===== src/rtl/nx_stream_distributor_pkg.sv =====
// rtl/nx_stream_distributor_pkg.sv - shared message/direction types and register macros
`ifndef NX_STREAM_DISTRIBUTOR_PKG_SV
`define NX_STREAM_DISTRIBUTOR_PKG_SV

// Flop with asynchronous active-low reset: q resets to rst_val, otherwise follows d.
`define NX_DFF_ARN(q, d, rst_val, clk, rst_n) \
  always_ff @(posedge clk or negedge rst_n) begin \
    if (!rst_n) q <= (rst_val); \
    else        q <= (d); \
  end

// Declares name_d/name_q of the given type plus its async active-low reset flop.
`define NX_DQ_ARN(name_d, name_q, type_t, rst_val, clk, rst_n) \
  type_t name_d; \
  type_t name_q; \
  `NX_DFF_ARN(name_q, name_d, rst_val, clk, rst_n)

package nx_stream_distributor_pkg;

  localparam int NX_MSG_W    = 8;
  localparam int NX_NUM_DIRS = 4;
  localparam int NX_STAT_W   = 16;

  typedef logic [NX_MSG_W-1:0] nx_message_t;

  typedef enum logic [1:0] {
    NX_DIRX_NORTH = 2'd0,
    NX_DIRX_EAST  = 2'd1,
    NX_DIRX_SOUTH = 2'd2,
    NX_DIRX_WEST  = 2'd3
  } nx_direction_t;

  typedef enum logic [1:0] {
    FIFO_EMPTY   = 2'd0,
    FIFO_PARTIAL = 2'd1,
    FIFO_FULL    = 2'd2
  } nx_fifo_state_t;

  // Saturating increment used by the pop statistics counters.
  function automatic logic [NX_STAT_W-1:0] nx_sat_inc(input logic [NX_STAT_W-1:0] v);
    return (v == '1) ? v : v + NX_STAT_W'(1);
  endfunction

endpackage

`endif


===== src/rtl/nx_stream_fifo.sv =====
// rtl/nx_stream_fifo.sv - small registered FIFO with EMPTY/PARTIAL/FULL state tracking
module nx_stream_fifo
  import nx_stream_distributor_pkg::*;
#(
  parameter int WIDTH = 8,
  parameter int DEPTH = 2
) (
  input  logic             clk_i,
  input  logic             rst_i,
  input  logic             push_i,
  input  logic [WIDTH-1:0] push_data_i,
  input  logic             pop_i,
  output logic             full_o,
  output logic             empty_o,
  output logic [WIDTH-1:0] head_o
);

  localparam int PTR_W = $clog2(DEPTH);
  localparam int CNT_W = $clog2(DEPTH) + 1;
  localparam logic [CNT_W-1:0] DEPTH_C = CNT_W'(DEPTH);

  nx_fifo_state_t   state_q, state_d;
  logic [CNT_W-1:0] count_q, count_d;
  logic [PTR_W-1:0] wr_ptr_q, rd_ptr_q;
  logic [WIDTH-1:0] mem_q [DEPTH];
  logic             do_push, do_pop;

  // A push into a full buffer or a pop from an empty one is ignored.
  assign do_push = push_i && (state_q != FIFO_FULL);
  assign do_pop  = pop_i  && (state_q != FIFO_EMPTY);

  assign full_o  = (state_q == FIFO_FULL);
  assign empty_o = (state_q == FIFO_EMPTY);
  assign head_o  = mem_q[rd_ptr_q];

  // Occupancy and state transitions; push+pop together leaves occupancy unchanged.
  always_comb begin
    count_d = count_q;
    state_d = state_q;
    case ({do_push, do_pop})
      2'b10:   count_d = count_q + CNT_W'(1);
      2'b01:   count_d = count_q - CNT_W'(1);
      default: count_d = count_q;
    endcase
    case (state_q)
      FIFO_EMPTY:   if (do_push) state_d = FIFO_PARTIAL;
      FIFO_PARTIAL: begin
        if (count_d == DEPTH_C)      state_d = FIFO_FULL;
        else if (count_d == '0)      state_d = FIFO_EMPTY;
      end
      FIFO_FULL:    if (do_pop) state_d = FIFO_PARTIAL;
      default:      state_d = FIFO_EMPTY;
    endcase
  end

  // State register.
  `NX_DFF_ARN(state_q, state_d, FIFO_EMPTY, clk_i, rst_i)

  // Occupancy register.
  `NX_DFF_ARN(count_q, count_d, '0, clk_i, rst_i)

  // Storage and pointers; pointers wrap naturally because DEPTH is a power of two.
  always_ff @(posedge clk_i or negedge rst_i) begin
    if (!rst_i) begin
      wr_ptr_q <= '0;
      rd_ptr_q <= '0;
      for (int i = 0; i < DEPTH; i++) mem_q[i] <= '0;
    end else begin
      if (do_push) begin
        mem_q[wr_ptr_q] <= push_data_i;
        wr_ptr_q        <= wr_ptr_q + PTR_W'(1);
      end
      if (do_pop) rd_ptr_q <= rd_ptr_q + PTR_W'(1);
    end
  end

endmodule


===== src/rtl/nx_stream_distributor.sv =====
// rtl/nx_stream_distributor.sv - steers one message stream to four per-direction buffered egress lanes (NX_STREAM_DISTRIBUTOR_STATS_EN adds pop counters)
module nx_stream_distributor
  import nx_stream_distributor_pkg::*;
#(
  parameter int FIFO_DEPTH = 2
) (
  input  logic                                   clk_i,
  input  logic                                   rst_i,
  input  logic [$bits(nx_message_t)-1:0]         dist_data_i,
  input  logic [1:0]                             dist_dir_i,
  input  logic                                   dist_valid_i,
  output logic                                   dist_ready_o,
  output logic [4*$bits(nx_message_t)-1:0]       egress_data_o,
  output logic [3:0]                             egress_valid_o,
  input  logic [3:0]                             egress_ready_i,
`ifdef NX_STREAM_DISTRIBUTOR_STATS_EN
  output logic [4*NX_STAT_W-1:0]                 stat_count_o,
  input  logic                                   stat_clear_i,
`endif
  output logic                                   idle_o
);

  localparam int MW = $bits(nx_message_t);

  logic [3:0] full;
  logic [3:0] empty;
  logic [3:0] push;
  logic [3:0] pop;

  // Ready comes only from the addressed lane's registered full flag, never from egress ready.
  assign dist_ready_o   = !full[dist_dir_i];
  assign egress_valid_o = ~empty;
  assign idle_o         = &empty;

  for (genvar d = 0; d < NX_NUM_DIRS; d++) begin : g_lane
    assign push[d] = dist_valid_i && dist_ready_o && (dist_dir_i == 2'(d));
    assign pop[d]  = egress_valid_o[d] && egress_ready_i[d];

    nx_stream_fifo #(
      .WIDTH (MW),
      .DEPTH (FIFO_DEPTH)
    ) u_fifo (
      .clk_i       (clk_i),
      .rst_i       (rst_i),
      .push_i      (push[d]),
      .push_data_i (dist_data_i),
      .pop_i       (pop[d]),
      .full_o      (full[d]),
      .empty_o     (empty[d]),
      .head_o      (egress_data_o[d*MW +: MW])
    );

`ifdef NX_STREAM_DISTRIBUTOR_STATS_EN
    logic [NX_STAT_W-1:0] stat_q;

    // Pop counter per lane; clear wins over a same-cycle pop, count saturates.
    always_ff @(posedge clk_i or negedge rst_i) begin
      if (!rst_i)            stat_q <= '0;
      else if (stat_clear_i) stat_q <= '0;
      else if (pop[d])       stat_q <= nx_sat_inc(stat_q);
    end

    assign stat_count_o[d*NX_STAT_W +: NX_STAT_W] = stat_q;
`endif
  end

  // Direction must be known whenever a message is offered.
  assert property (@(posedge clk_i) disable iff (!rst_i) dist_valid_i |-> !$isunknown(dist_dir_i))
    else $error("dist_dir_i unknown while dist_valid_i high");

endmodule

===== config.mk =====
export PLATFORM = sky130hd
export DESIGN_NAME = nx_stream_distributor
export DESIGN_NICKNAME = d
export VERILOG_FILES = /design/src/rtl/nx_stream_distributor_pkg.sv /design/src/rtl/nx_stream_fifo.sv /design/src/rtl/nx_stream_distributor.sv
export SDC_FILE = /design/constraint.sdc
export NUM_CORES = 1
export LEC_CHECK = 0
export ABC_AREA = 1
export BUFFER_PORTS_ARGS = -buffer_cell sky130_fd_sc_hd__buf_2
export CORE_MARGIN = 2
export CORE_UTILIZATION = 30
export DETAILED_ROUTE_END_ITERATION = 16
export GPL_ROUTABILITY_DRIVEN = 0
export PLACE_DENSITY_LB_ADDON = 0.3
export SETUP_SLACK_MARGIN = 0.4
export SYNTH_ARGS = -nofsm -noshare
export SYNTH_HDL_FRONTEND = slang
export SYNTH_HIERARCHICAL = 1
export SYNTH_SLANG_ARGS = --single-unit

===== constraint.sdc =====
create_clock -name clk_i -period 3.1 [get_ports clk_i]
set_clock_uncertainty 0.2 [all_clocks]
set_input_delay 0.465 -clock clk_i [delete_from_list [all_inputs] [get_ports clk_i]]
set_output_delay 0.465 -clock clk_i [all_outputs]
set_load 0.05 [all_outputs]

==> results.cfg, run 1 <==
[route]
via_count = 3362
first_pass_iters = 4
via_per_inst = 4.344
ant_nets = 0
routed_wl_mm = 9.445
drc = 0
drt_iter0_drc = 222
drt-wirelength-per-cell_um = 12.20

[cts]
clkTransAtPathRegs_ns = 0.06
clkLatencyLatePin_ns = 0.34
post-cts-setup-buffer-count = 0
cts_tree = done
cts_buffers = 9
cts.sinks = 88
cts_resized = 0
ctsHoldBuffers = 1
clock_path_buffers = 2
cts_root_buf = clkbuf_16
htreeDepth = 3

[grt]
grt_usage = 0.1293
grt_max_degree = 89
grt_pass1_vias = 3300
grt_pass1_wl_mm = 16.20
overflow = 0
antenna_found_initial = 0

[final_layout]
instances_no_fill = 774
finalNetCount = 606
finalCoreUtilization = 0.3518
drive_gt1_frac = 0.2119
synthToLayoutAreaGrowth_pct = 15.89
n_fill_cell = 1509
n_antenna_cell = 0

[critical_path]
ff2ff_path_depth = 12
critical_path_arrival_ns = 1.70
start_kind = flop
required_ns = 2.43
worst-setup-path-type = flop to primary output
r2r_start = g_lane[0].u_fifo/state_q[0]
endpoint_kind = primary output
path_max_fanout = 9
rrSetupSlack_ns = 0.82
r2r_end = g_lane[0].u_fifo/mem_q[12]

[die]
die_w_um = 124.6
core_area_um2 = 14370
placementRows = 44
die-area_um2 = 15520
io_pins = 55
dieHeight_um = 124.6
start_util = 0.3036

[yosys]
yosysWarningCount = 6
synth_edf_count = 0
avgSynthCellArea_um2 = 8.168
yosys_register_bits = 88
synth_area_leaders = dfrtp_1, nand2_1, o21ai_2
yosysMostFrequentCell = nand2_1
synth_top_area_cell = dfrtp_1
syn_inst = 534
synth_area_um2 = 4362
synth_ff_type = dfrtp_1
yosysSeqAreaShare = 0.5049
syn_nets = 555
synth.distinct_cells = 23
synth_commonest_cells = nand2_1, dfrtp_1, inv_1
yosys.area.top_type_share = 0.5049
synthArstFlopShare = 1.000

[outcome]
outcome = completed

[hold_path]
hold_class = input port to flop
min_path_cells = 3
worstHoldEndpoint = g_lane[1].u_fifo/mem_q[15]
hold_start = dist_data_i[7]

[power_and_ir_drop]
finalPower_w = 0.006184
p_clk_frac = 0.179
intPower_w = 0.003162
ir_drop_mv = 0.5227
p_per_area_nw_per_um2 = 1223
netSwitchingPower_w = 0.003023
pwr-share-seq = 0.337
pwr-share-comb = 0.484
switching_share = 0.4888
p_leak_nw = 2.806

[sta]
drv_slew = 0
rsz0062_at_grt = no
period_share = 0.7633
slew_headroom = 0.4877
finalSetupTns_ns = 0
timing.fmax_mhz = 422.6
setup_violations = 0
min_period_ns = 2.366
worstMarginPinSlew_ns = 0.7685
hold_violations = 0

[placement]
dp_cells = 757
port_buffers = 54
hpwl_mm = 6.697

[run]
cap_violations = 0
[metrics by stage]
stage	setup slack [ns]	hold slack, ns	instance area, um^2
global placement	0.8250	0.2649	4736
floorplan	0.5911	-0.03059	4368
global route	0.5372	0.2475	5055
CTS	0.6753	0.2342	5055
detailed placement	0.7941	0.2695	4736
finish	0.7336	0.2468	5055
[power by group through the flow]
stage                     clock network, W  logic [W]  registers, W
after floorplan                          0    0.00249       0.00196
final                              0.00111    0.00300       0.00208
after global routing               0.00120    0.00331       0.00216
after CTS                          0.00114    0.00304       0.00208
after global placement                   0    0.00297       0.00208
after detailed placement                 0    0.00303       0.00210
[area by class of cell]
type | instances | area (um^2) | share of cell area
inverter | 81 | 304.0 | 0.06015
tap | 184 | 230.2 | 0.04554
multi-input combinational | 349 | 1707 | 0.3376
clock inverter | 4 | 52.55 | 0.01040
sequential | 88 | 2202 | 0.4356
clock buffer | 12 | 256.5 | 0.05074
timing repair buffer | 56 | 302.8 | 0.05990
[cells in the final DEF (no fill, tap or decap)]
master,count
a21oi_1,4
nand2_1,215
clkbuf_8,2
nor4_2,1
ha_1,4
clkbuf_16,9
nand3_1,8
xor2_1,4
inv_1,72
dfrtp_1,88
dlygate4sd3_1,1
or2_1,4
and2_2,1
clkinvlp_4,3
nand4_1,6
o21ai_0,36
nor2_1,14
nand2_4,4
buf_4,1
xnor2_1,4
bufinv_16,1
nand2_2,11
clkinv_1,4
buf_2,53
buf_12,1
nand3_2,1
inv_2,5
o21ai_2,32
clkbuf_1,1
[kinds of logic after synthesis]
| family | count (synthesis) | share of synthesized area |
|---|---|---|
| simple gates | 265 | 0.2522 |
| buf+inv | 97 | 0.1053 |
| flops | 88 | 0.5049 |
| compound gates | 72 | 0.1102 |
| xor+xnor | 8 | 0.01606 |
| fa+ha+maj | 4 | 0.01147 |
[worst max-delay path: stages, from the launching register on]
cell	delay, ns
dfrtp_1	0.53
clkinv_1	0.38
nand2_1	0.14
nand2_1	0.09
buf_2	0.22
[state kept, by name, indices dropped and copies added (netlist names)]
| register | cells |
|---|---|
| g_lane.u_fifo/count_q | 8 |
| g_lane.u_fifo/mem_q | 64 |
| g_lane.u_fifo/rd_ptr_q | 4 |
| g_lane.u_fifo/state_q | 8 |
| g_lane.u_fifo/wr_ptr_q | 4 |
[layer usage]
layer | vias up | track usage | part of all wire
met1 | 1567 | 0.1757 | 0.49
met3 | 6 | 0.03565 | 0.039
met2 | 61 | 0.2028 | 0.46
li1 | 1728 | - | -
met4 | 0 | 0.03635 | 0.0087
met5 | - | 0 | 0
[worst max path at each step]
| stage | to | cells after the start | startpoint | slack [ns] |
|---|---|---|---|---|
| finish | egress_data_o[11] | 4 | g_lane[1].u_fifo/rd_ptr_q | 0.73 |
| global route | g_lane[3].u_fifo/state_q[1] | 14 | g_lane[1].u_fifo/state_q[0] | 0.54 |
| CTS | egress_data_o[10] | 4 | g_lane[1].u_fifo/rd_ptr_q | 0.68 |
| detailed placement | g_lane[3].u_fifo/state_q[1] | 13 | dist_dir_i[0] | 0.79 |
| global placement | g_lane[3].u_fifo/state_q[1] | 13 | dist_dir_i[0] | 0.83 |
| floorplan | idle_o | 3 | g_lane[1].u_fifo/state_q[1] | 0.59 |
Note: power is estimated with default switching activity, not from simulation.
==> run 2, diff against run 1 <==
Clock period 3.1 ns to 1.9 ns, I/O delays scaled along.
==> results.cfg, run 2 (synthesized netlist as in run 1, its figures left out) <==
[outcome]
outcome = finished, violations left
failed_checks = setup timing

[sta]
worstMarginPinSlew_ns = 0.4678
hold_violations = 0
timing.fmax_mhz = 483.1
slew_headroom = 0.6881
setup_violations = 46
drv_slew = 0
rsz0062_at_grt = yes
min_period_ns = 2.070
fin_ws_ns = -0.1699
period_share = 1.089
fin_hold_ws_ns = 0.09218

[route]
ant_nets = 0
via_count = 3864
via_per_inst = 4.541
drt_iter0_drc = 194
drc = 0
drt-wirelength-per-cell_um = 14.68
routed_wl_mm = 12.50
first_pass_iters = 4

[cts]
cts_root_buf = clkbuf_16
cts.sinks = 88
htreeDepth = 3
clock_path_buffers = 2
cts_tree = done
clkLatencyLatePin_ns = 0.34
cts_buffers = 9
clkTransAtPathRegs_ns = 0.06

[die]
die_w_um = 124.6
start_util = 0.3036
die-area_um2 = 15520
dieHeight_um = 124.6
io_pins = 55
placementRows = 44
core_area_um2 = 14370

[critical_path]
worst-setup-path-type = flop to primary output
critical_path_arrival_ns = 1.58
endpoint_kind = primary output
start_kind = flop
required_ns = 1.41
path_max_fanout = 2

[final_layout]
largest_reg_flops = 64
final_cell_mix = nand2_1, dfrtp_1, nand2_2
n_antenna_cell = 0
drive_gt1_frac = 0.5727
final_common_cell = nand2_1
regMostFlops = g_lane.u_fifo/mem_q
synthToLayoutAreaGrowth_pct = 65.40
fin_area_um2 = 7214
finalNetCount = 683

[grt]
antenna_found_initial = 0
grt_pass1_wl_mm = 19.84
grt_pass1_vias = 3965
grt_usage = 0.1609
grt_max_degree = 36
overflow = 0

[hold_path]
hold_class = input port to flop

[power_and_ir_drop]
ir_drop_mv = 0.9454
p_leak_nw = 3.608
p_per_area_nw_per_um2 = 1967

[placement]
placed_area_um2 = 5243
hpwl_mm = 7.664
port_buffers = 54

[run]
cap_violations = 0
## run 2: cell types whose count changed in the layout (fill, tap and decap cells not counted), sizes merged
cell,delta
clkbuf,-2
clkinv,+6
nand3,+1
buf,+73
inv,-1
## run 2: timing repair
| action | 4_1_cts | 5_1_grt |
|---|---|---|
| endpoints found under the hold margin | 30 | 0 |
| buffers inserted | 25 | 5 |
| pin swaps | 52 | 43 |
| gates cloned | 11 | 2 |
| gates resized for setup | 224 | 162 |
| hold buffers | 1 | 0 |
| endpoints found under the setup margin | 123 | 126 |
## run 2: worst max-delay path: stages (launching register included)
cell	delay [ns]
dfrtp_1	0.41
buf_6	0.14
nor2_4	0.11
buf_6	0.11
clkinvlp_4	0.13
nor4_4	0.16
buf_6	0.19
## run 2: layer usage
| layer | track usage | share of wire |
|---|---|---|
| met3 | 0.02964 | 0.031 |
| met4 | 0.07138 | 0.029 |
| met2 | 0.2739 | 0.53 |
| met1 | 0.1991 | 0.41 |
| met5 | 0 | 0 |
## run 2: area by class of cell
class / instances / area (um^2)
timing repair inverter: 3 / 26.28
sequential: 88 / 2207
tap: 184 / 230.2
clock inverter: 6 / 60.06
multi-input combinational: 350 / 2595
inverter: 81 / 332.8
clock buffer: 10 / 229.0
fill: 1254 / 7154
timing repair buffer: 129 / 1534
## run 2: per-stage QoR
step / setup slack, ns / util / setup TNS (ns) / total power, W / instances
finish: -0.1699 / 0.5021 / -4.479 / 0.01419 / 851
detailed placement: -0.05481 / 0.3649 / -0.1654 / 0.009093 / 791
floorplan: -0.02081 / - / -0.05901 / 0.007641 / 534
global route: -0.2710 / 0.5021 / -9.390 / 0.01499 / 851
CTS: -0.2029 / 0.4598 / -3.624 / 0.01316 / 844
global placement: -0.01391 / 0.3649 / -0.01391 / 0.008949 / 791
## run 2: where the power goes
part           total [W]  internal (W)  switching (W)
Sequential       0.00377       0.00278       0.000989
Clock            0.00174       0.00101       0.000729
Combinational    0.00868       0.00388        0.00480
Total             0.0142       0.00768        0.00652
## run 2: path summary, 6_finish.rpt
check / end / cells after the start / slack (ns) / start
hold reg to reg: g_lane[0].u_fifo/mem_q[12] / 2 / 0.29 / g_lane[0].u_fifo/mem_q[12]
setup reg to reg: g_lane[3].u_fifo/state_q[1] / 17 / -0.16 / g_lane[1].u_fifo/state_q[0]
max in group asynchronous: g_lane[1].u_fifo/rd_ptr_q / 3 / 0.64 / rst_i
setup / recovery: idle_o / 6 / -0.17 / g_lane[1].u_fifo/state_q[0]
min in group asynchronous: g_lane[3].u_fifo/mem_q[8] / 2 / 0.24 / rst_i
hold / removal: g_lane[3].u_fifo/mem_q[9] / 3 / 0.09 / dist_data_i[1]
==> run 3, diff against run 2 <==
Settings changed: CELL_PAD_IN_SITES_DETAIL_PLACEMENT set to 1, CELL_PAD_IN_SITES_GLOBAL_PLACEMENT set to 1.
==> results.cfg, run 3 (synthesized netlist as in run 1, its figures left out) <==
[cts]
htreeDepth = 3
clkTransAtPathRegs_ns = 0.07
cts_buffers = 9
cts_tree = done
cts_root_buf = clkbuf_16
clock_path_buffers = 2
clkLatencyLatePin_ns = 0.35
cts.sinks = 88

[route]
via_per_inst = 4.771
drc = 0
drt-wirelength-per-cell_um = 19.71
via_count = 4117
drt_iter0_drc = 195
routed_wl_mm = 17.01
first_pass_iters = 6
ant_nets = 0

[grt]
grt_pass1_wl_mm = 23.78
grt_pass1_vias = 4497
antenna_found_initial = 0
overflow = 0
grt_usage = 0.1963
grt_max_degree = 53

[critical_path]
cp_slowest_stage_delay_ns = 0.40
endpoint_kind = flop
worst-setup-path-type = flop to flop
cp_cell_sequence = buf_6 -> nand2_4 -> inv_2 -> nand2_2 -> nand2_4 -> nand2_4 -> nand3_4 -> nor2_4 -> nand2_4 -> ha_4 -> xnor2_4 -> nand2_2 -> a21oi_2
crit_family = simple AND/OR/NAND/NOR gates
start_kind = flop
critical_path_arrival_ns = 2.36
required_ns = 1.96
cp_common_cell = nand2_4
startpoint = g_lane[0].u_fifo/state_q[1]
path_max_fanout = 4
critPathSlowestCell = dfrtp_1
crit_buf_inv = 2
r2r_start = g_lane[0].u_fifo/state_q[1]

[die]
die-area_um2 = 15520
die_w_um = 124.6
dieHeight_um = 124.6
placementRows = 44
io_pins = 55
start_util = 0.3036
core_area_um2 = 14370

[sta]
period_share = 1.212
setup_violations = 82
timing.fmax_mhz = 434.3
hold_violations = 0
fin_ws_ns = -0.4024
worstMarginPinSlew_ns = 0.4536
drv_slew = 0
fin_hold_ws_ns = 0.07864
rsz0062_at_grt = yes
slew_headroom = 0.6976
min_period_ns = 2.302

[final_layout]
drive_gt1_frac = 0.6362
largest_reg_flops = 64
regMostFlops = g_lane.u_fifo/mem_q
instances_no_fill = 863
finalNetCount = 696
n_antenna_cell = 0
synthToLayoutAreaGrowth_pct = 71.97
final_cell_mix = nand2_2, dfrtp_1, nand2_4
final_common_cell = nand2_2

[hold_path]
hold_class = input port to async pin

[power_and_ir_drop]
intPower_w = 0.008125
switching_share = 0.4702
pwr-share-comb = 0.614
p_per_area_nw_per_um2 = 2045
pwr-share-seq = 0.255
netSwitchingPower_w = 0.007211
ir_drop_mv = 1.267
p_leak_nw = 3.739
p_clk_frac = 0.131

[placement]
port_buffers = 54
dp_cells = 795
hpwl_mm = 8.477

[outcome]
failed_checks = setup timing
outcome = finished, violations left

[run]
cap_violations = 0
-- run 3: worst paths after layout --
kind                                          endpoint  slack [ns]  depth (start not counted)
max                        g_lane[2].u_fifo/state_q[0]       -0.40                         13
min                          g_lane[2].u_fifo/mem_q[3]        0.08                          2
max reg2reg                g_lane[2].u_fifo/state_q[0]       -0.40                         13
min reg2reg                 g_lane[2].u_fifo/mem_q[14]        0.30                          2
max in group asynchronous    g_lane[0].u_fifo/rd_ptr_q        0.76                          3
min in group clk_i          g_lane[2].u_fifo/mem_q[15]        0.11                          3
-- run 3: per-layer routing --
metal | vias to the layer above | track usage | wire length [um]
li1 | 1922 | - | -
met1 | 2100 | 0.2209 | 6519
met2 | 62 | 0.3687 | 9606
met3 | 33 | 0.02234 | 328
met4 | 0 | 0.08989 | 554
met5 | - | 0 | 0
-- run 3: per-stage QoR --
stage               setup WS, ns  setup TNS (ns)  total power [W]  area, um^2    util
floorplan               -0.02081        -0.05901         0.007641        4596       -
global placement        -0.01177        -0.01515         0.008996        5273  0.3669
detailed placement       -0.1273         -0.9777         0.009228        5273  0.3669
CTS                      -0.1766          -3.495          0.01366        6723  0.4679
global route             -0.4699          -17.26          0.01609        7501  0.5220
finish                   -0.4024          -11.36          0.01534        7501  0.5220
-- run 3: cell type report --
cell class / count / area [um^2]
Fill cell: 1548 / 6868
Multi-Input combinational cell: 350 / 2758
Clock inverter: 3 / 65.06
Timing Repair Buffer: 142 / 1617
Timing Repair inverter: 3 / 23.77
Inverter: 81 / 344.1
Tap cell: 184 / 230.2
Sequential cell: 88 / 2207
Clock buffer: 12 / 256.5
-- run 3: repair_timing --
item	in CTS	in global routing
endpoints found under the hold margin	88	0
gates cloned	9	3
hold buffers	1	0
gates resized for setup	255	193
setup endpoints to repair	122	123
pin swaps	53	57
buffers inserted	26	14
-- run 3: power groups by stage --
| stage | clock [W] | sequential [W] | combinational [W] |
|---|---|---|---|
| after floorplan | 0 | 0.00321 | 0.00443 |
| after global routing | 0.00211 | 0.00403 | 0.00995 |
| after CTS | 0.00199 | 0.00356 | 0.00811 |
| after global placement | 0 | 0.00333 | 0.00566 |
| final | 0.00200 | 0.00391 | 0.00942 |
| after detailed placement | 0 | 0.00339 | 0.00584 |
